[config.mk]
export PLATFORM = sky130hd
export DESIGN_NAME = fft_sym_arbiter
export DESIGN_NICKNAME = d
export VERILOG_FILES = /design/src/rtl/fft_arb_pkg.sv /design/src/rtl/fft_arb_tag_fifo.sv /design/src/rtl/fft_sym_arbiter.sv
export SDC_FILE = /design/constraint.sdc
export NUM_CORES = 1
export LEC_CHECK = 0
export BUFFER_PORTS_ARGS = -buffer_cell sky130_fd_sc_hd__buf_2
export CORE_MARGIN = 5
export CORE_UTILIZATION = 29
export CTS_CLUSTER_DIAMETER = 50
export DETAILED_ROUTE_END_ITERATION = 16
export SYNTH_ARGS = -nofsm -noshare
export SYNTH_HDL_FRONTEND = slang
export SYNTH_SLANG_ARGS = --single-unit
[constraint.sdc]
create_clock -name clk -period 2.4 [get_ports clk]
set_input_delay 0.36 -clock clk [delete_from_list [all_inputs] [get_ports clk]]
set_output_delay 0.36 -clock clk [all_outputs]
set_load 0.01 [all_outputs]
[src/rtl/fft_arb_pkg.sv]
// Shared definitions for the symbol-granular FFT engine arbiter:
// state encoding, statistics width and a constant clog2 helper.
package fft_arb_pkg;

  localparam logic [0:0] ST_IDLE = 1'b0;
  localparam logic [0:0] ST_XFER = 1'b1;

  localparam int STAT_WIDTH = 16;

  function automatic int clog2(input int value);
    int r;
    r = 0;
    for (int i = 0; i < 31; i++) begin
      if ((32'sd1 <<< i) < value) r = i + 1;
    end
    return r;
  endfunction

endpackage

[src/rtl/fft_arb_tag_fifo.sv]
// Synchronous tag FIFO recording which channel owns each symbol in flight.
// DEPTH must be a power of two (>= 2); simultaneous push/pop keeps occupancy.
module fft_arb_tag_fifo
  import fft_arb_pkg::*;
#(
  parameter int WIDTH = 2,
  parameter int DEPTH = 4
) (
  input  logic             clk,
  input  logic             rst,
  input  logic             push,
  input  logic [WIDTH-1:0] din,
  input  logic             pop,
  output logic [WIDTH-1:0] dout,
  output logic             full,
  output logic             empty
);

  localparam int AW = (clog2(DEPTH) < 1) ? 1 : clog2(DEPTH);

  logic [WIDTH-1:0] mem [DEPTH];
  logic [AW-1:0]    wr_ptr;
  logic [AW-1:0]    rd_ptr;
  logic [AW:0]      count;
  logic             do_push;
  logic             do_pop;

  assign full    = (count == (AW+1)'(DEPTH));
  assign empty   = (count == (AW+1)'(0));
  assign do_pop  = pop & ~empty;
  assign do_push = push & (~full | do_pop);

  always_ff @(posedge clk) begin
    if (rst) begin
      wr_ptr <= AW'(0);
      rd_ptr <= AW'(0);
      count  <= (AW+1)'(0);
    end else begin
      if (do_push) wr_ptr <= wr_ptr + AW'(1);
      if (do_pop)  rd_ptr <= rd_ptr + AW'(1);
      case ({do_push, do_pop})
        2'b10:   count <= count + (AW+1)'(1);
        2'b01:   count <= count - (AW+1)'(1);
        default: count <= count;
      endcase
    end
  end

  // Storage carries no reset; the head is masked to zero while empty.
  always_ff @(posedge clk) begin
    if (do_push) mem[wr_ptr] <= din;
  end

  always_comb begin
    if (empty) dout = WIDTH'(0);
    else       dout = mem[rd_ptr];
  end

endmodule

[src/rtl/fft_sym_arbiter.sv]
// Round-robin, symbol-granular sharing of one FFT engine among NUM_CH streams.
// Optional statistics are built only when FFT_ARB_STAT_EN is defined.
module fft_sym_arbiter
  import fft_arb_pkg::*;
#(
  parameter int NUM_CH     = 4,
  parameter int CH_WIDTH   = 2,
  parameter int FFT_SIZE   = 4096,
  parameter int INDX_WIDTH = 12,
  parameter int DATA_WIDTH = 16,
  parameter int TAG_DEPTH  = 4
) (
  input  logic                           clk,
  input  logic                           rst,
  input  logic [NUM_CH-1:0]              s_valid,
  input  logic [NUM_CH*DATA_WIDTH-1:0]   s_real,
  input  logic [NUM_CH*DATA_WIDTH-1:0]   s_imag,
  output logic [NUM_CH-1:0]              s_ready,
  output logic                           fft_din_valid,
  output logic                           fft_din_sop,
  output logic                           fft_din_eop,
  output logic [DATA_WIDTH-1:0]          fft_din_real,
  output logic [DATA_WIDTH-1:0]          fft_din_imag,
  input  logic                           fft_din_ready,
  input  logic                           fft_dout_valid,
  input  logic                           fft_dout_eop,
  input  logic                           fft_dout_ready,
  output logic [CH_WIDTH-1:0]            out_ch,
  output logic                           out_ch_valid,
  output logic                           busy,
  output logic [NUM_CH*STAT_WIDTH-1:0]   stat_sym_cnt,
  output logic                           stat_orphan
);

  localparam logic [INDX_WIDTH-1:0] LAST_IDX = INDX_WIDTH'(FFT_SIZE - 1);

  logic [0:0]            state;
  logic [CH_WIDTH-1:0]   grant;
  logic [CH_WIDTH-1:0]   last_grant;
  logic [INDX_WIDTH-1:0] idx;
  logic [CH_WIDTH-1:0]   cand;
  logic [CH_WIDTH-1:0]   pick;
  logic                  found;
  logic                  xfer;
  logic                  sel_valid;
  logic                  beat;
  logic                  last_beat;
  logic                  push;
  logic                  pop;
  logic                  fifo_full;
  logic                  fifo_empty;
  logic [DATA_WIDTH-1:0] ch_real [NUM_CH];
  logic [DATA_WIDTH-1:0] ch_imag [NUM_CH];

  for (genvar k = 0; k < NUM_CH; k++) begin : g_ch
    assign ch_real[k] = s_real[k*DATA_WIDTH +: DATA_WIDTH];
    assign ch_imag[k] = s_imag[k*DATA_WIDTH +: DATA_WIDTH];
  end

  assign xfer      = (state == ST_XFER);
  assign sel_valid = s_valid[grant];
  assign beat      = xfer & sel_valid & fft_din_ready;
  assign last_beat = beat & (idx == LAST_IDX);
  assign push      = ~xfer & found & ~fifo_full;
  assign pop       = fft_dout_valid & fft_dout_ready & fft_dout_eop;
  assign busy      = xfer;

  // Walk downward from the farthest offset so the nearest requester after last_grant wins.
  always_comb begin
    found = 1'b0;
    pick  = CH_WIDTH'(0);
    cand  = CH_WIDTH'(0);
    for (int i = NUM_CH; i >= 1; i--) begin
      cand  = CH_WIDTH'((int'(last_grant) + i) % NUM_CH);
      pick  = s_valid[cand] ? cand : pick;
      found = found | s_valid[cand];
    end
  end

  always_ff @(posedge clk) begin
    if (rst) begin
      state      <= ST_IDLE;
      grant      <= CH_WIDTH'(0);
      last_grant <= CH_WIDTH'(NUM_CH - 1);
      idx        <= INDX_WIDTH'(0);
    end else begin
      case (state)
        ST_IDLE: begin
          if (push) begin
            grant      <= pick;
            last_grant <= pick;
            state      <= ST_XFER;
          end
        end
        ST_XFER: begin
          if (last_beat) begin
            idx   <= INDX_WIDTH'(0);
            state <= ST_IDLE;
          end else if (beat) begin
            idx <= idx + INDX_WIDTH'(1);
          end
        end
        default: state <= ST_IDLE;
      endcase
    end
  end

  always_comb begin
    s_ready       = NUM_CH'(0);
    fft_din_valid = 1'b0;
    fft_din_sop   = 1'b0;
    fft_din_eop   = 1'b0;
    fft_din_real  = DATA_WIDTH'(0);
    fft_din_imag  = DATA_WIDTH'(0);
    if (xfer) begin
      s_ready[grant] = fft_din_ready;
      fft_din_valid  = sel_valid;
      fft_din_sop    = beat & (idx == INDX_WIDTH'(0));
      fft_din_eop    = last_beat;
      fft_din_real   = ch_real[grant];
      fft_din_imag   = ch_imag[grant];
    end else begin
      fft_din_valid  = 1'b0;
    end
  end

  fft_arb_tag_fifo #(
    .WIDTH (CH_WIDTH),
    .DEPTH (TAG_DEPTH)
  ) u_tag_fifo (
    .clk   (clk),
    .rst   (rst),
    .push  (push),
    .din   (pick),
    .pop   (pop),
    .dout  (out_ch),
    .full  (fifo_full),
    .empty (fifo_empty)
  );

  assign out_ch_valid = ~fifo_empty;

`ifdef FFT_ARB_STAT_EN
  logic [STAT_WIDTH-1:0] sym_cnt [NUM_CH];
  logic                  orphan;

  // Orphan marks an engine output symbol that arrived with no tag queued.
  always_ff @(posedge clk) begin
    if (rst) begin
      for (int k = 0; k < NUM_CH; k++) sym_cnt[k] <= STAT_WIDTH'(0);
      orphan <= 1'b0;
    end else begin
      if (last_beat) sym_cnt[grant] <= sym_cnt[grant] + STAT_WIDTH'(1);
      if (pop & fifo_empty) orphan <= 1'b1;
    end
  end

  for (genvar k = 0; k < NUM_CH; k++) begin : g_stat
    assign stat_sym_cnt[k*STAT_WIDTH +: STAT_WIDTH] = sym_cnt[k];
  end
  assign stat_orphan = orphan;
`else
  assign stat_sym_cnt = (NUM_CH*STAT_WIDTH)'(0);
  assign stat_orphan  = 1'b0;
`endif

endmodule
# Word level (Yosys, flattened, before mapping)
# Memory sizes are Yosys's and may differ from the RTL's. A register that Yosys moved wholly into a read port is not among the register bits.
# Index checks and enable logic that the tools add are counted.
# totals
regBits,24
ramBits,8
elab_cells,93
mem_count,1
# op_classes
add_sub_neg,9
magnitude_cmp,7
eq_ne,4
n_mux,39
n_bitwise,19
reduce_logical,7
# mem_list
name,depth,width,rd,rd_ports_with_merged_regs,write_ports,line,rtl
u_tag_fifo.mem,4,2,1,1,1,fft_arb_tag_fifo.sv:21,logic [WIDTH-1:0] mem [DEPTH];
# ops
cell,count
$mux 16,6
$bmux 16 s2,2
$mux 12,2
$lt 2x3->1 const B,5
$mux 2,7
$mux 1,13
$add 12x1->12 const B,1
$eq 12x12->1 const B,1
$logic_not 12->1,1
$and 1x1->1,10
$bmux 1 s2,5
$add 2x1->2 const B,4
$pmux 3 s2,1
$add 2x2->2 const B,2
$and 4x4->4,1
$mux 4,1
$or 1x1->1,4
$reduce_and 2->1,2
$reduce_bool 2->1,2
$add 3x1->3 const B,1
$eq 3x3->1 const B,1
$ge 3x3->1 const B,1
$logic_not 3->1,1
$not 1->1,3
8 further kinds,8

# Depth between registers and ports, before layout
# depth
ltp_word,11
ltp_mapped,9

# Cells and area by module
# From an unflattened synthesis, not the netlist that was laid out.
# hier_totals
hier_cells,332
area_unflattened_um2,3265.6
# modules_own_cells
module,instances,cells_each,area_each_um2,seq_area_each_um2
fft_sym_arbiter,1,266,2471.1,340.3
fft_arb_tag_fifo,1,66,794.5,420.4

# Least setup slack after synthesis
# No wires, ideal clock.
# synth_timing
kind,flip-flop to output port
startpoint,"register state, in the netlist busy"
endpoint,output port fft_din_eop
arrival_ns,1.679
required_time_ns,2.040
slack_ns,0.361
path_stages_with_launch,7
n_path_buf,3
cell_sequence,dfxtp_1 -> buf_2 -> nand3_1 -> o22a_2 -> buf_6 -> buf_2 -> nor4_1
# synth_via
elab_chain_cells,4
# synth_lines
element,line,rtl
from (decl),fft_sym_arbiter.sv:37,logic [0:0] state;
from (signal assigned),fft_sym_arbiter.sv:82,state <= ST_IDLE;
from (signal assigned),fft_sym_arbiter.sv:92,state <= ST_XFER;
from (signal assigned),fft_sym_arbiter.sv:98,state <= ST_IDLE;
$and 1x1->1 (2 in series),fft_sym_arbiter.sv:62,assign beat = xfer & sel_valid & fft_din_ready;
$and 1x1->1,fft_sym_arbiter.sv:63,assign last_beat = beat & (idx == LAST_IDX);
$mux 1 *,fft_sym_arbiter.sv:115,if (xfer) begin
to (decl),fft_sym_arbiter.sv:21,"output logic fft_din_eop,"
# Every way passes the cells marked *; elsewhere a longest branch is shown, timed or not.

# Worst setup path in the final report
# layout_timing
startpoint,register grant[1]
endpoint,output port fft_din_real[6]
# layout_via
elab_chain_cells,5
# layout_lines
element,line,rtl
from (decl),fft_sym_arbiter.sv:38,logic [CH_WIDTH-1:0] grant;
from (signal assigned),fft_sym_arbiter.sv:90,grant <= pick;
$not 2->3 (not written as such),fft_sym_arbiter.sv:120,fft_din_real = ch_real[grant];
$bmux 16 s2,fft_sym_arbiter.sv:120,
$mux 16 (not written as such) (2 in series),fft_sym_arbiter.sv:120,
$mux 16,fft_sym_arbiter.sv:115,
to (decl),fft_sym_arbiter.sv:22,"output logic [DATA_WIDTH-1:0] fft_din_real,"
# Every way passes these cells. The select of a mux whose other input is x is not followed.

==> metrics <==
largest family of logic cells by synthesized area=multiplexers; number of antenna violations at the first check in global routing=0; die height=116 um; Post-Synth Simple-Gate Area=18.7%; routed len/inst=16.4 um; Total GRT Usage=13.7%; register area share after synthesis=23.4%; max-cap viol count=0; switching share of power=31.7%; Gate Count Post-Synth=334; Post-Layout Cell Count=650; number of fillers in the final layout=1122; GPL Wtd Cong=0.830; Max FO, Critical Path=36; crit path buf inv count=2; Worst Setup Start Kind=flop; post-route ant nets=0; Mean Syn Cell Area=9.73 um^2; top cells by area, synth=mux4_2 (24%), dfxtp_1 (16%), buf_4 (15%); final worst slack=0.198 ns; Tmin final=2.20 ns; Max IR drop VDD=0.000322 V; unrepaired setup endpoints after global routing=no; vias in the first global route=2895; die outline width=116 um; synthesis-stage register bit count=34; Vias/cell=4.56; Synth Area in XOR/XNOR=1.35%; endpoints failing setup=0; Post-Synth Adder-Cell Area=3.31%; placed cells=642; Unique masters post-synth=44; crit path capture type=output pin; Worst path slowest cell=buf_4; critical path, cell by cell=buf_4 > mux4_2 > and2_1 > buf_2; Async SR Flop Fraction=0%; FF+latch area=762 um^2; Int Pwr=1.51 mW; TritonRoute pass-1 iters=5; Setup Fix Bufs, Post-CTS=0; CTS tree=built; Yosys Warn Count=0; first-pass GRT wire length=14600 um; Max Clock Freq=454 MHz; Pwr Density=529 mW/mm^2; Yosys top cell by area=mux4_2; final max-slew violation count=0; number of buffers created by CTS=5; status=complete, no violations; DR vias=2967; Sink Count=34; commonest cells in the netlist=buf_4 (66), and2_1 (41), mux4_2 (34); routed wire length=10700 um; Die ar.=0.0134 mm^2; hold_buf cts=0; share of layout cells above drive strength 1=45.9%; final core utilization=38.5%; share of the synthesized area in the top cell type=23.6%; htree depth=2; clk slew on worst S/H paths=0.07 ns; multi-input logic area=0.00209 mm^2; Crit path required time=2.04 ns; Hold/Removal Path Class=input port to flop; Worst Skew=0.00616 ns; Psw=703 uW; Rows=38; pre-CTS setup slack=0.106 ns; largest net degree at the start of global routing=37; Final Hold Vio Count=0; IO Pins=246; cell with the most instances after synthesis=buf_4; Final nets=655; Synth Cell Area=0.00325 mm^2; number of DRC markers in iteration 0=137; Clock Power Share=28.7%; worst skew pair latency=0.28 ns; drt drc=0; logic gate share of total power=40.0%; Main synth FF type=dfxtp_1; initial cell density of the core=29.8%; part of the power in registers=31.3%; EDFF count, synth=8; Buffers on Ports=180; total gr overflow=0; core area=0.0109 mm^2; CP delay by family, top=buffers and inverters; Setup TNS=0 ns; maximum root-to-sink buffer count=2; fin crit share=91.7%; leak pwr=1.96 nW; Final HPWL DP=9130 um; CP Class=flop to output pin; mux contribution to synthesized area=24.5%; post_cts resized=0; root buffer cell=clkbuf_8; Worst path max stage delay=0.43 ns; crit path DAT=1.84 ns; Area Overhead vs Synth=29.0%; Compound-Gate Fraction of Synth Area=8.89%; Diodes inserted=0
[cell families (layout without fill, tap and decap cells)]
group,Yosys count,count (layout)
adder cells (fa/ha/maj),8,8
flip-flops,34,34
XOR/XNOR,5,5
AO/OA/AOI/OAI,44,44
multiplexers,37,37
other,1,65
buffers and inverters,99,211
AND/OR/NAND/NOR,106,106
[power groups by stage]
stage | sequential, mW | clock, mW | combinational [mW]
finish | 0.694 | 0.637 | 0.887
global route | 0.702 | 0.682 | 0.977
CTS | 0.695 | 0.652 | 0.898
detailed placement | 0.708 | 0 | 0.894
global placement | 0.704 | 0 | 0.873
floorplan | 0.688 | 0 | 0.668
[layout make-up]
cell class	instances	share of cell area, %
flip-flops and latches	34	18.2
clock inverters	3	1.64
repair buffers	188	23.2
multi-input cells	265	49.8
clock buffers	5	1.64
inverters	15	1.34
well taps	140	4.18
[stage by stage]
stage	total power [mW]	instance area, um^2	hold slack (ns)
after global routing	2.36	4190	0.510
after floorplan	1.36	3490	0.460
final	2.22	4190	0.477
after CTS	2.24	4190	0.476
after detailed placement	1.60	4050	0.477
after global placement	1.58	4050	0.477
[layout by cell type, fill, tap and decap left out, types with 5 or more instances in the layout]
master    count
inv_1        15
o31ai_1       5
buf_2       180
clkbuf_8      5
edfxtp_1      8
o21ai_0       8
buf_4         7
conb_1       65
or3_1         6
a21oi_1      16
nor2_1       16
nand3_1       8
and2_1       41
dfxtp_1      25
mux4_2       34
nand2_1      11
ha_1          7
[registers in the layout (all words and copies together) (netlist names), named ones only]
name               count
idx                   12
u_tag_fifo.mem         8
u_tag_fifo.count       3
grant                  2
last_grant             2
u_tag_fifo.rd_ptr      2
u_tag_fifo.wr_ptr      2
busy                   1
[worst paths after layout]
kind	end	slack (ns)	from	depth (start not counted)
worst max-delay path	fft_din_real[6]	0.20	grant[1]	4
worst max register to register	u_tag_fifo.count[2]	0.36	u_tag_fifo.count[2]	9
worst min register to register	idx[1]	0.49	idx[1]	2
worst min-delay path	u_tag_fifo.count[0]	0.48	rst	2
[layer usage]
layer  GRT usage, %  share of wire [%]  wire (um)
met4           3.17               0.81         87
met3           2.72                8.5        910
met1           16.7                 38       4050
met2           24.8                 53       5630
met5              0                  0          0
Power figures use the tool's default switching activity.
